`config.mk`:
```
export PLATFORM = sky130hd
export DESIGN_NAME = serial_to_parallel_rx
export DESIGN_NICKNAME = d
export VERILOG_FILES = /design/src/rtl/serial_to_parallel_rx.sv
export SDC_FILE = /design/constraint.sdc
export NUM_CORES = 1
export LEC_CHECK = 0
export CORE_MARGIN = 4
export CORE_UTILIZATION = 45
export DETAILED_ROUTE_END_ITERATION = 8
export PLACE_DENSITY = 0.79
export SYNTH_ARGS = -nofsm -noshare
export SYNTH_HDL_FRONTEND = slang
export SYNTH_SLANG_ARGS = --single-unit
export TNS_END_PERCENT = 50
```
`constraint.sdc`:
```
create_clock -name clk -period 2.03 [get_ports clk]
set_input_delay 0.609 -clock clk [delete_from_list [all_inputs] [get_ports clk]]
set_output_delay 0.609 -clock clk [all_outputs]
set_load 0.03 [all_outputs]
```
`src/rtl/serial_to_parallel_rx.sv`:
```
// serial_to_parallel_rx: assembles serial bits (MSB- or LSB-first) into WIDTH-bit words
// behind a one-word valid/ready buffer, with sync realignment and a sticky fragment error.
module serial_to_parallel_rx #(
    parameter int WIDTH = 4
) (
    input  logic             clk,
    input  logic             rst_n,
    input  logic             s_valid,
    input  logic             s_data,
    input  logic             s_dir,
    output logic             s_ready,
    input  logic             sync,
    input  logic             err_clr,
    output logic [WIDTH-1:0] p_data,
    output logic             p_valid,
    input  logic             p_ready,
    output logic             frag_err
);
    localparam int CW = $clog2(WIDTH);

    logic [CW-1:0]    cnt;
    logic [WIDTH-1:0] sr;
    logic [WIDTH-1:0] nxt;
    logic             dir_q;
    logic             dir_eff;
    logic             last;
    logic             accept;

    assign last    = cnt == CW'(WIDTH - 1);
    assign s_ready = !sync && !(last && p_valid && !p_ready);
    assign accept  = s_valid && s_ready;
    // Direction comes straight from s_dir on the first bit, then from the latched copy.
    assign dir_eff = (cnt == '0) ? s_dir : dir_q;
    assign nxt     = dir_eff ? {s_data, sr[WIDTH-1:1]} : {sr[WIDTH-2:0], s_data};

    always_ff @(posedge clk or negedge rst_n) begin
        if (!rst_n) begin
            cnt      <= '0;
            sr       <= '0;
            dir_q    <= 1'b0;
            p_data   <= '0;
            p_valid  <= 1'b0;
            frag_err <= 1'b0;
        end else begin
            frag_err <= (sync && cnt != '0) ? 1'b1 : err_clr ? 1'b0 : frag_err;
            if (sync) begin
                cnt <= '0;
                sr  <= '0;
            end else if (accept) begin
                sr  <= nxt;
                cnt <= last ? '0 : cnt + 1'b1;
                if (cnt == '0)
                    dir_q <= s_dir;
                if (last)
                    p_data <= nxt;
            end
            if (accept && last)
                p_valid <= 1'b1;
            else if (p_ready)
                p_valid <= 1'b0;
        end
    end
endmodule

```
* Word level (Yosys, flattened, before mapping)
Cells that the tools add are included.
** Storage, ports and cells
- Register bits after elaboration :: 13
- Bits in latches :: 0
- Memory bits (writable) :: 0
- ROM bits :: 0
- Bits of input ports :: 8
- Memories :: 0
** Operators by class
- $add $sub $neg :: 1
- $mul :: 0
- Div/mod/pow operators :: 0
- $lt $le $gt $ge :: 0
- Equal/unequal tests :: 1
- Shift operators :: 0
- Muxes and demuxes :: 11
- Bitwise gates (word level) :: 1
- Reductions and logical operators :: 16
** Operators by type and width (number)
- 4-bit two-way mux :: 3
- 2-bit nonzero test :: 4
- 1-bit logical AND :: 6
- 2-bit two-way mux :: 3
- 1-bit two-way mux :: 5
- 1-bit logical NOT :: 3
- 3-bit AND reduction :: 1
- 2-bit by 1-bit adder with 2-bit output, second input constant :: 1
- 2-bit == test, second input constant :: 1
- 2-bit logical NOT :: 1
- 2-bit AND reduction :: 1
- 1-bit inverter :: 1

* Logic depth before layout (Yosys ltp)
Gate-level depths: netlist (run 1).
- Word-level depth :: 8
- Depth in mapped cells :: 5
- Mapped depth without buffers :: 5

* Worst setup path before layout (run 1)
OpenSTA, ideal clock, no wires.
- Kind :: reg-to-reg
- Start :: register cnt[0]
- End :: register sr[3]
- Setup time :: 125 ps
- Data arrival time :: 1576 ps
- Required time :: 1905 ps
- Setup slack :: 329 ps
- Stages on the path, launching flop included :: 6
- Period minus slack after synthesis :: 1701 ps
- Cell sequence :: dfrtp_1 > inv_1 > ha_1 > mux2i_2 > mux2_4 > mux2_2
** On the way
- Word-level cells in the longest chain between the ends :: 7
** Ends and longest elaborated chain
- start: declaration :: RTL line 21 : logic [CW-1:0] cnt;
- start signal: assignment :: RTL line 51 : cnt <= last ? '0 : cnt + 1'b1;
- 2-bit == test :: RTL line 29 : assign last = cnt == CW'(WIDTH - 1);
- 1-bit logical AND (2 in series) :: RTL line 30 : assign s_ready = !sync && !(last && p_valid && !p_ready);
- 1-bit logical NOT :: RTL line 30
- 1-bit logical AND :: RTL line 30
- 1-bit logical AND :: RTL line 31 : assign accept = s_valid && s_ready;
- 2-bit nonzero test (no line)
- end signal: assignment :: RTL line 50 : sr <= nxt;
- end: declaration :: RTL line 22 : logic [WIDTH-1:0] sr;
Several ways; a longest one is shown, not always the timed one. The select of a mux whose other input is x is not followed.
A chain may end at the register's enable or synchronous reset.

* Worst setup path in the final report (run 1)
- Start :: register p_valid
- End :: output p_valid
** RTL lines
- start: declaration :: RTL line 15 : output logic p_valid,
- start signal: assignment :: RTL line 42 : p_valid <= 1'b0;
- start signal: assignment :: RTL line 58 : p_valid <= 1'b1;
- start signal: assignment :: RTL line 60 : p_valid <= 1'b0;
No word-level cell between the ends.

==> results.tsv, run 1 <==
stage	metric	value	unit
floorplanning	Die Width	45.73	um
synth	top_reg_cell synth	dfrtp_1	
place	Final GP Congestion	0.7594	
worst_hold_path	HP Start	frag_err	
power_and_ir_drop	Peak supply drop	0.0005365	V
floorplanning	Core Region	1318	um^2
power_and_ir_drop	leak pwr	0.4600	nW
synth	Synth Cell Area	640.6	um^2
synth	Synth cell types	17	
outcome	status	complete, no violations	
global_route	vias in the first global route	459	
global_route	global-route usage over all layers	0.1388	
timing	RSZ-0062 raised after global routing	no	
synth	Mean Syn Cell Area	11.65	um^2
critical_path	max incr delay on CP	0.69	ns
global_route	Congestion Overflow GR	0	
finish	final design area excluding fillers	883.3	um^2
cts	root buffer cell	clkbuf_4	
synth	Post-Syn Nets	65	
finish	Area Growth Syn to Fin	37.89	%
critical_path	worst path bufs/invs	1	
synth	largest family of logic cells by synthesized area	multiplexers	
timing	Final period util	0.9703	
floorplanning	Die Area	2091	um^2
drt	post-route antenna net violation count	0	
drt	vias after detailed routing	437	
drt	DRT Wirelength	1.146	mm
floorplanning	IO Pins	15	
floorplanning	chip height	45.73	um
timing	final setup vio count	0	
finish	Ant. Diodes	0	
critical_path	kind of critical path	reg -> out	
cts	clk slew on worst S/H paths	0.07	ns
synth	synthesis-stage register bit count	13	
cts	clk buf depth	2	
finish	Final #Nets	90	
global_route	global-route wire length before repair	1.973	mm
timing	Final Hold Viols	0	
flow_run	Max-cap violations	0	
cts	Post-CTS Hold Buffers	0	
critical_path	WP data required	1.42	ns
timing	f_max	0.5077	GHz
critical_path	Critical Path End Type	output port	
synth	sequential share of the synthesized area	0.5078	
synth	Post-Syn Instances	55	
drt	drt drc	0	
synth	Post-synth EDFFs	0	
drt	Routed WL per cell	12.19	um
timing	Slew HR	0.6383	
cts	TritonCTS clock tree	built	
critical_path	RR Startpoint	cnt[0]	
cts	Max H-tree Level	1	
worst_hold_path	worst hold-check path type	reg -> reg	
timing	Clock Skew	0.005251	ns
critical_path	Setup crit start kind	flip-flop	
critical_path	critical-path cell list	clkdlybuf4s50_1	
cts	CTS Sinks	13	
place	post-DP HPWL	951.5	um
cts	clock latency on the worst-skew pair	0.28	ns
synth	compound-gate portion of the synthesized area	0.04883	
floorplanning	row count	13	
critical_path	Crit Path Max Fanout	2	
critical_path	CP max-delay cell	clkdlybuf4s50_1	
critical_path	CP Data Arrival Time	1.36	ns
global_route	initial antenna violation count	0	
finish	ratio of cells with drive above 1 in the final layout	0.2405	
drt	vias per inst	4.649	
timing	minimum clock period	1.970	ns
floorplanning	Initial Utilization	0.4862	
timing	final slew viol count	0	
synth	post-synthesis xor/xnor area fraction	0	
timing	Hold WS	0.5167	ns
power_and_ir_drop	pwr/cell area	894.2	nW/um^2
timing	Worst Tran Pin Value	0.5409	ns
place	Port Buffers	14	
synth	yosys warns	0	
finish	Fillers	106	
place	Post-DP Area	844.6	um^2
synth	asr flop ratio synth	1.000	
drt	initial drt markers	1	
cts	CTS Buf Count	3	
drt	TritonRoute pass-1 iters	3	
global_route	largest net degree at the start of global routing	14	
synth	post-synthesis mux area share	0.2598	
critical_path	delay-heaviest family, CP	buffers and inverters	
synth	synthesized-area fraction occupied by adder cells	0.03906	
critical_path	crit path from	p_valid	
synth	post-synthesis simple-gate area fraction	0.08398	
==> layout make-up <==
class | count | area, um^2 | share of cell area
Clock buffer | 4 | 26.28 | 0.02975
Inverter | 9 | 33.78 | 0.03824
Multi-Input combinational cell | 32 | 284.0 | 0.3215
Sequential cell | 13 | 325.3 | 0.3683
Tap cell | 15 | 18.77 | 0.02125
Timing Repair Buffer | 21 | 195.2 | 0.2210
==> timing repair <==
action	4_1_cts	5_1_grt
pin swaps	1	0
setup endpoints to repair	1	1
gates resized for setup	3	1
buffers inserted	0	0
==> final timing paths <==
| path | cells after the start | to | slack [ns] |
|---|---|---|---|
| setup / recovery | 1 | p_valid | 0.06 |
| hold / removal | 2 | frag_err | 0.52 |
| setup reg to reg | 5 | sr[3] | 0.37 |
| hold reg to reg | 2 | frag_err | 0.52 |
| max in group asynchronous | 1 | sr[3] | 0.99 |
| min in group asynchronous | 1 | p_data[0] | 0.68 |
==> worst register-to-register path, cell delays in order, from the launching register on <==
cell	delay, ns
dfrtp_1	0.40
inv_1	0.08
ha_1	0.20
mux2i_2	0.28
mux2_4	0.33
mux2_2	0.26
==> cell usage after synthesis (all sizes together), types with 2 or more instances <==
cell type | number | area [um^2]
dfrtp | 13 | 325.3
mux2 | 4 | 52.55
and3 | 2 | 12.51
ha | 2 | 25.02
nand2 | 5 | 18.77
nor2b | 2 | 12.51
inv | 9 | 33.78
mux2i | 11 | 113.9
==> layout by cell type (no fill, tap or decap) <==
cell type        netlist  final
buf_6                  0      1
inv_1                  9      9
o21ai_2                1      1
dlymetal6s2s_1         0      1
nor2b_1                2      2
mux2i_1               10     10
a31o_2                 1      1
ha_1                   2      2
nand2_1                5      5
and3_1                 2      2
nor2_1                 1      1
o22ai_1                1      1
mux2i_2                1      1
clkbuf_4               0      3
buf_4                  0      7
clkdlybuf4s50_1        0     11
mux2_2                 2      2
clkbuf_1               0      1
dfrtp_1               13     13
o21a_1                 1      1
mux2_4                 2      2
dlygate4sd2_1          0      1
nand2b_4               0      1
==> kinds of logic after synthesis <==
logic type / Yosys count
mux: 15
buf+inv: 10
flops: 13
simple gates: 11
compound gates: 4
fa+ha+maj: 2
==> layer usage <==
layer  part of all wire  vias to the layer above  global-route usage
met1               0.45                      198              0.1542
met4              0.012                        0             0.05114
li1                   -                      228                   -
met3              0.064                        3             0.07510
met2               0.47                        8              0.2228
met5                  0                        -                   0
==> registers in the layout (all words and copies together), names as in the netlist <==
register / count
p_data: 4
p_valid: 1
frag_err: 1
sr: 4
cnt: 2
dir_q: 1
==> through the flow <==
stage / power, mW / instances / utilization / setup WS (ns) / setup TNS, ns
after floorplan: 0.5167 / 55 / - / 0.3289 / 0
after global placement: 0.6361 / 90 / 0.6410 / -0.05422 / -0.05422
after detailed placement: 0.6472 / 90 / 0.6410 / -0.07091 / -0.08623
after CTS: 0.8041 / 94 / 0.6686 / 0.001384 / 0
after global routing: 0.8451 / 94 / 0.6705 / 0.02331 / 0
final: 0.7899 / 94 / 0.6705 / 0.06035 / 0
==> power breakdown <==
part,internal (mW),total (mW),switching [mW]
clock,0.0763,0.152,0.0758
combinational,0.144,0.297,0.153
sequential,0.311,0.340,0.0293
total,0.531,0.790,0.258
Note: power is estimated with default switching activity, not from simulation.
==> run 2, diff against run 1 <==
--- a/config.mk
+++ b/config.mk
@@ -7,6 +7,7 @@
 export LEC_CHECK = 0
 export CORE_MARGIN = 4
 export CORE_UTILIZATION = 45
+export CTS_CLUSTER_SIZE = 14
 export DETAILED_ROUTE_END_ITERATION = 8
 export PLACE_DENSITY = 0.79
 export SYNTH_ARGS = -nofsm -noshare
==> results of run 2 <==
Final layout, timing and power as in run 1 (identical DEF).
